<file path="src/rtl/cdma_pkg.sv">
// cdma_pkg: shared state type and constants for the CDMA sequencer.
//   state_t      - sequencer FSM states
//   SEED_W       - Gold seed width
//   DEFAULT_SEED - substitute for an all-zero seed (avoids LFSR lock-up)
//   PRE_START    - value of the first preamble bit
package cdma_pkg;
  typedef enum logic [2:0] {IDLE, LOAD, PRE, DATA, GAP} state_t;
  localparam int SEED_W = 4;
  localparam logic [SEED_W-1:0] DEFAULT_SEED = 4'b0001;
  localparam logic PRE_START = 1'b1;
endpackage

</file>
<file path="src/rtl/cdma_chip_timer.sv">
// cdma_chip_timer: chip-rate prescaler and chip counter.
//   i_clk, i_rst_n - clock, asynchronous active-low reset
//   i_run          - count enable; counters are cleared while low
//   o_tick         - one-cycle chip strobe (prescaler at CHIP_DIV-1)
//   o_epoch        - tick on chip 0 of a code period
//   o_boundary     - tick on the last chip of a code period
module cdma_chip_timer #(
  parameter logic [23:0] CHIP_DIV = 24'd10_000_000,
  parameter int GOLD_LEN = 15
) (
  input  logic i_clk,
  input  logic i_rst_n,
  input  logic i_run,
  output logic o_tick,
  output logic o_epoch,
  output logic o_boundary
);
  localparam int CW = $clog2(GOLD_LEN);
  logic [23:0]   r_pre;
  logic [CW-1:0] r_chip;
  assign o_tick = i_run && r_pre == CHIP_DIV - 24'd1;
  assign o_epoch = o_tick && r_chip == '0;
  assign o_boundary = o_tick && r_chip == CW'(GOLD_LEN - 1);
  always_ff @(posedge i_clk or negedge i_rst_n)
    if (!i_rst_n) begin
      r_pre <= '0;
      r_chip <= '0;
    end else if (!i_run) begin
      r_pre <= '0;
      r_chip <= '0;
    end else if (o_tick) begin
      r_pre <= '0;
      r_chip <= o_boundary ? '0 : r_chip + CW'(1);
    end else begin
      r_pre <= r_pre + 24'd1;
    end
endmodule

</file>
<file path="src/rtl/cdma_seq_ctrl.sv">
// cdma_seq_ctrl: Gold-code CDMA spreader sequencer (preamble + payload framing).
//   clk_i, set_i       - clock, asynchronous active-low reset
//   start_i, seed_i    - frame request (level) and Gold seed
//   data_i, data_valid_i, data_ready_o - one-entry payload bit buffer
//   seed_load_o, seed_o - seed load pulse and registered seed
//   chip_en_o, epoch_o  - chip strobe and code-period start strobe
//   bit_o               - current data bit to spread
//   busy_o, underrun_o, LED_o - status
// Optional: define CDMA_SEQ_ABORT_EN to add abort_i (return to IDLE at once).
module cdma_seq_ctrl import cdma_pkg::*; #(
  parameter logic [23:0] CHIP_DIV = 24'd10_000_000,
  parameter int GOLD_LEN = 15,
  parameter int PRE_BITS = 4,
  parameter int FRAME_BITS = 8,
  parameter int GAP_CHIPS = 15
) (
  input  logic              clk_i,
  input  logic              set_i,
  input  logic              start_i,
  input  logic [SEED_W-1:0] seed_i,
  input  logic              data_i,
  input  logic              data_valid_i,
  output logic              data_ready_o,
  output logic              seed_load_o,
  output logic [SEED_W-1:0] seed_o,
  output logic              chip_en_o,
  output logic              epoch_o,
  output logic              bit_o,
  output logic              busy_o,
  output logic              underrun_o,
  output logic              LED_o
`ifdef CDMA_SEQ_ABORT_EN
  ,
  input  logic              abort_i
`endif
);
  localparam int M1 = PRE_BITS > FRAME_BITS ? PRE_BITS : FRAME_BITS;
  localparam int MX = M1 > GAP_CHIPS ? M1 : GAP_CHIPS;
  localparam int CW = $clog2(MX + 1);
  state_t r_state, w_nxt;
  logic [SEED_W-1:0] r_seed;
  logic [CW-1:0] r_cnt;
  logic r_bit, r_led, r_und, r_buf, r_full, r_rdy;
  logic w_tick, w_epoch, w_bnd, w_run, w_abort, w_chip_en;
  logic w_pre_end, w_data_end, w_gap_end, w_pop, w_wr, w_full_nxt, w_seed_cap;
`ifdef CDMA_SEQ_ABORT_EN
  assign w_abort = abort_i && r_state != IDLE;
`else
  assign w_abort = 1'b0;
`endif
  assign w_run = r_state == PRE || r_state == DATA || r_state == GAP;
  cdma_chip_timer #(.CHIP_DIV(CHIP_DIV), .GOLD_LEN(GOLD_LEN)) u_timer (
    .i_clk(clk_i), .i_rst_n(set_i), .i_run(w_run),
    .o_tick(w_tick), .o_epoch(w_epoch), .o_boundary(w_bnd)
  );
  assign w_pre_end = r_state == PRE && w_bnd && r_cnt == CW'(PRE_BITS - 1);
  assign w_data_end = r_state == DATA && w_bnd && r_cnt == CW'(FRAME_BITS - 1);
  assign w_gap_end = r_state == GAP && w_tick && r_cnt == CW'(GAP_CHIPS - 1);
  // Payload pops at the preamble/payload boundary and at every payload boundary but the last.
  assign w_pop = w_pre_end || (r_state == DATA && w_bnd && !w_data_end);
  assign w_wr = data_valid_i && data_ready_o;
  // The pop consumes the old content, so a write in the same cycle is kept.
  assign w_full_nxt = !w_abort && (w_wr || (r_full && !w_pop));
  assign w_seed_cap = start_i && (r_state == IDLE || w_gap_end) && !w_abort;
  assign w_chip_en = w_tick && (r_state == PRE || r_state == DATA) && !w_abort;
  assign chip_en_o = w_chip_en;
  assign epoch_o = w_chip_en && w_epoch;
  assign seed_load_o = r_state == LOAD && !w_abort;
  assign seed_o = r_seed;
  assign bit_o = r_bit && !w_abort;
  assign busy_o = r_state != IDLE;
  assign underrun_o = r_und;
  assign LED_o = r_led;
  // r_rdy is held low by reset so data_ready_o rises on the first clock after it.
  assign data_ready_o = r_rdy && r_state != LOAD;
  always_comb begin
    w_nxt = r_state;
    case (r_state)
      IDLE: w_nxt = start_i ? LOAD : IDLE;
      LOAD: w_nxt = PRE;
      PRE:  w_nxt = w_pre_end ? DATA : PRE;
      DATA: w_nxt = w_data_end ? GAP : DATA;
      GAP:  w_nxt = w_gap_end ? (start_i ? LOAD : IDLE) : GAP;
      default: w_nxt = IDLE;
    endcase
    if (w_abort) w_nxt = IDLE;
  end
  always_ff @(posedge clk_i or negedge set_i)
    if (!set_i) begin
      r_state <= IDLE;
      r_seed <= '0;
      r_cnt <= '0;
      r_bit <= 1'b0;
      r_led <= 1'b0;
      r_und <= 1'b0;
      r_buf <= 1'b0;
      r_full <= 1'b0;
      r_rdy <= 1'b0;
    end else begin
      r_state <= w_nxt;
      r_full <= w_full_nxt;
      r_rdy <= !w_full_nxt;
      if (w_wr) r_buf <= data_i;
      if (w_seed_cap) r_seed <= seed_i == '0 ? DEFAULT_SEED : seed_i;
      if (r_state == LOAD && !w_abort) r_und <= 1'b0;
      else if (w_pop && !r_full && !w_abort) r_und <= 1'b1;
      if (w_data_end && !w_abort) r_led <= ~r_led;
      if (w_abort) r_bit <= 1'b0;
      else if (r_state == LOAD) r_bit <= PRE_START;
      else if (w_pop) r_bit <= r_full && r_buf;
      else if (r_state == PRE && w_bnd) r_bit <= ~r_bit;
      else if (w_data_end) r_bit <= 1'b0;
      // r_cnt counts preamble bits, payload bits, then gap chips.
      if (r_state == LOAD || w_pre_end || w_data_end || w_gap_end) r_cnt <= '0;
      else if (((r_state == PRE || r_state == DATA) && w_bnd) || (r_state == GAP && w_tick))
        r_cnt <= r_cnt + CW'(1);
    end
endmodule

</file>
<file path="config.mk">
export PLATFORM = sky130hd
export DESIGN_NAME = cdma_seq_ctrl
export DESIGN_NICKNAME = d
export VERILOG_FILES = /design/src/rtl/cdma_pkg.sv /design/src/rtl/cdma_chip_timer.sv /design/src/rtl/cdma_seq_ctrl.sv
export SDC_FILE = /design/constraint.sdc
export NUM_CORES = 1
export LEC_CHECK = 0
export ABC_AREA = 1
export CORE_AREA = 2 2 90 70
export DETAILED_ROUTE_END_ITERATION = 10
export DIE_AREA = 0 0 92 72
export HOLD_SLACK_MARGIN = 0.15
export PLACE_DENSITY = 0.68
export SKIP_CTS_REPAIR_TIMING = 1
export SLEW_MARGIN = 40
export SYNTH_ARGS = -nofsm -noshare
export SYNTH_HDL_FRONTEND = slang
export SYNTH_SLANG_ARGS = --single-unit
</file>
<file path="constraint.sdc">
create_clock -name clk_i -period 3.4 [get_ports clk_i]
set_input_delay 0.68 -clock clk_i [delete_from_list [all_inputs] [get_ports clk_i]]
set_output_delay 0.68 -clock clk_i [all_outputs]
set_load 0.02 [all_outputs]
</file>
# == Word level (Yosys, flattened, before mapping) ==
# Cells that the tools add are included.
# op_classes
bitwise_logic,2
shifts,0
magnitude_cmp,0
reduce_logical,39
n_eq_ne,11
n_div,0
add_sub_neg,3
multipliers,0
muxes,19
# op_table
op,count
$mux 24,2
$add 24x1->24 const B,1
$eq 24x24->1 const B,1
$mux 4,6
$logic_and 1x1->1,19
$pmux 3 s5,1
$logic_or 1x1->1,9
$add 4x1->4 const B,2
$eq 4x4->1 const B,2
$logic_not 4->1,2
$mux 1,8
$eq 3x2->1 const B,2
$mux 3,2
$eq 4x2->1 const B,1
$eq 4x3->1 const B,1
$logic_not 1->1,4
$reduce_bool 2->1,2
$reduce_bool 4->1,1
$eq 3x1->1 const B,1
$eq 3x3->1 const B,1
$logic_not 3->1,1
$ne 3x1->1 const B,1
$reduce_bool 3->1,1
$ne 2x2->1 const B,1
$not 1->1,2
# word_totals
output_inout_bits,12
mem_bits_rw,0
latch_bits,0
mem_bits_ro,0
reg_bits,45
n_memories,0

# == Depth between registers and ports, before layout ==
# depth
ltp_word,14
mapped_depth,12

# == By module ==
# From an unflattened synthesis, not the netlist that was laid out.
# unflattened
cells_unflattened,352
hier_area_um2,2673.8
# by_module_without_submodules
mod,instances,area_per_inst_um2,cells_each
cdma_chip_timer,1,1726.7,239
cdma_seq_ctrl,1,947.2,113

# == Least setup slack after synthesis ==
# OpenSTA, ideal clock, no wires.
# synth_timing
kind,reg-to-output
from,register u_timer.r_pre[0]
to,output epoch_o
arrival_ns,1.509
setup_slack_ns,1.211
path_stages_with_launch,6
n_path_buf,0
path_cell_list,dfrtp_1 ha_1 nand3_4 nor2_1 nand3_4 nor3_1
# synth_via
elab_chain_cells,4
# synth_rtl
element,line_no,source
from (decl),cdma_chip_timer.sv:19,logic [23:0] r_pre;
from (signal assigned),cdma_chip_timer.sv:35,r_pre <= r_pre + 24'd1;
$eq 24x24->1 *,cdma_chip_timer.sv:21,assign o_tick = i_run && r_pre == CHIP_DIV - 24'd1;
$logic_and 1x1->1 *,cdma_chip_timer.sv:21,
"$logic_and 1x1->1, on equally long branches","cdma_seq_ctrl.sv:65, cdma_chip_timer.sv:22",
$logic_and 1x1->1 *,cdma_seq_ctrl.sv:67,assign epoch_o = w_chip_en && w_epoch;
to (decl),cdma_seq_ctrl.sv:27,"output logic epoch_o,"
# Every way passes the cells marked *; elsewhere a longest branch is shown, timed or not.

# == Worst setup path in the final report ==
# Ends and elaborated chain as after synthesis.

==> results.md <==
* Max incr delay on CP at 650 ps
* Cell taking the most area after synthesis: dfrtp_1
* Fin crit period at 2942 ps
* Final critical-path share of the clock period at 0.8652
* Avg WL per Cell at 12.66 um
* Core area at 5705 um^2
* Setup violations, final at 0
* Setup TNS at 0 ps
* Top Family by Delay on Critical Path: simple AND/OR/NAND/NOR gates
* Static Leakage at 1.557 nW
* Final WL at between 6000 and 7000 um
* Mapped Cells at 374
* Fraction of layout cells with a size suffix above 1 at 0.1144
* Worst-path cell chain: ha_1, nand3_4, nor2_1, nand3_4, nor3_1, clkdlybuf4s50_1
* Area growth syn-to-layout at 14.03%
* Skew-Pair Late Insertion Delay at between 200 and 300 ps
* Drt drc at 0
* Largest net degree at the start of global routing at 46
* Nets at 416
* Initial antenna violation count at 0
* Largest cells by area after synthesis: dfrtp_1, nand2_1, inv_1, nor2_1, nand3_1
* Post-Syn Area at about 2800 um^2
* Synth Flop Type: dfrtp_1
* Slew Limit Fails at 0
* Commonest cells post-synth: nand2_1, inv_1, nor2_1
* 1st-iter DRT viols at 157
* Hold Path Class: in2async
* Share of the synthesized area in the top cell type at 0.4034
* CP max FO at 7
* Die Height at just over 70 um
* Pre-CTS setup slack at 789.9 ps
* Clk sinks at 45
* PortBufs at 20
* Fin. Hold Viols at 0
* Startpoint Class: flip-flop
* CTS max path bufs at 2
* Buf+Inv Stages, Crit Path at 1
* Vias in the first global route at around 2200
* Worst vdd ir at 0.0001811 V
* Worst slew pin tran at 586.7 ps
* Top-count cell post-synth: nand2_1
* Ys Warns at 0
* Inserted Clock Buffers at 5
* Layout Skew at approximately 6 ps
* Worst EP required at 2720 ps
* Clk slew on worst S/H paths at 80 ps
* Reg2reg end: u_timer.r_pre[11]
* PD cells at between 200 and 300 nW/um^2
* Clock Tree Root: clkbuf_8
* RSZ-0062 raised after global routing: no
* Hold_ws at 382.8 ps
* R2R depth at 8
* Dpl hpwl at about 4700 um
* Antenna Nets Post-Route at 0
* Post-Layout Inst Area at 3183 um^2
* Fraction of registers with async set/reset at 1.000
* DP Area at 3087 um^2
* Fmax at between 0.3 and 0.4 GHz
* Post-synth EDFFs at 0
* Top Ports at 21
* DR pass1 iterations at 5
* Final Worst Setup Slack at 458.4 ps
* # placed instances at around 470
* Syn nets at 389
* Die X at 92 um
* Non-Filler Instances at 480
* CP most frequent cell: nand3_4
* Die area at around 6600 um^2
* GRT Total Usage at 0.2017
* Core Util, Final at 0.5579
* Synth unique cells at 35
* Run status: complete, no violations
* Vias per inst at ~5.0
* Global-route wire length before repair at 10670 um
* Slowest CP cell: clkdlybuf4s50_1
* Overall Power at 0.8947 mW
* Seq cells post-synth at 45
* Crit end category: output port
* Rows at 24
* H-tree levels at 2
* Sequential share of the synthesized area at 0.4034
* Reg2reg start: u_timer.r_pre[0]
* Crit path DAT at approximately 2300 ps
* Kind of critical path: reg2out
* Inserted Diodes at 0
* Syn_area_per_cell at 7.464 um^2
* CTS tree: built
* Max-cap violations at 0
* Starting Density at 0.4893
* DR vias at 2395
* Gpl congestion at ~0.88
* Reg-to-reg slack, setup at 1510 ps
* GRT overflow at 0
* Slew Limit Headroom at 0.6088
[worst max-delay path by stage]
stage / depth (start not counted) / from / to / slack [ps]
after floorplan: 5 / u_timer.r_pre[0] / epoch_o / 1210
after detailed placement: 6 / u_timer.r_pre[0] / epoch_o / 790
after CTS: 6 / u_timer.r_pre[0] / epoch_o / 440
final: 6 / u_timer.r_pre[0] / epoch_o / 460
after global placement: 6 / u_timer.r_pre[0] / epoch_o / 780
after global routing: 6 / u_timer.r_pre[0] / epoch_o / 350
[kinds of logic (layout without fill, tap and decap cells)]
kind of cell / Yosys count / in the layout / share of synthesized area
buffers and inverters: 65 / 93 / 0.08920
adders and majority gates: 6 / 6 / 0.02689
and+or+nand+nor: 222 / 222 / 0.3936
DFF: 45 / 45 / 0.4034
xor gates and xnor gates: 12 / 12 / 0.03765
AOI/OAI and AO/OA: 24 / 24 / 0.04930
[power breakdown]
part | switching [mW] | internal (mW)
clock network | 0.175 | 0.165
registers | 0 | 0.535
logic | 0.0125 | 0.00810
total | 0.187 | 0.707
[layout by cell type, fill, tap and decap left out, drive strengths merged, types with 2 or more instances in the layout]
cell type      count
nand2             90
inv               63
nor2              60
dfrtp             45
nand3             31
nor3              20
clkdlybuf4s50     19
nand4             14
o21ai             10
xor2               8
a21oi              7
ha                 6
clkbuf             6
nor4               4
xnor2              4
clkinv             3
o22ai              2
buf                2
[registers in the layout, summed over array words and instances, names as in the netlist, 3 cells and up]
signal,flops
u_timer.r_pre,24
u_timer.r_chip,4
r_state,3
seed_o,4
r_cnt,4
[final cells by class]
class / instances / area, um^2
multi-input cells: 264 / 1416
clock inverters: 2 / 13.76
clock buffers: 6 / 82.58
repair buffers: 21 / 205.2
well taps: 78 / 97.59
fillers: 543 / 2522
inverters: 64 / 241.5
flip-flops and latches: 45 / 1126
[per-layer routing]
layer / vias to the layer above / GRT usage / wire length, um
met5: - / 0 / 0
met2: 46 / 0.2990 / 2469
li1: 1248 / - / -
met1: 1099 / 0.3151 / 3387
met4: 0 / 0.03980 / 29
met3: 2 / 0.03115 / 191
No activity file was read; power rests on OpenSTA's default activity.
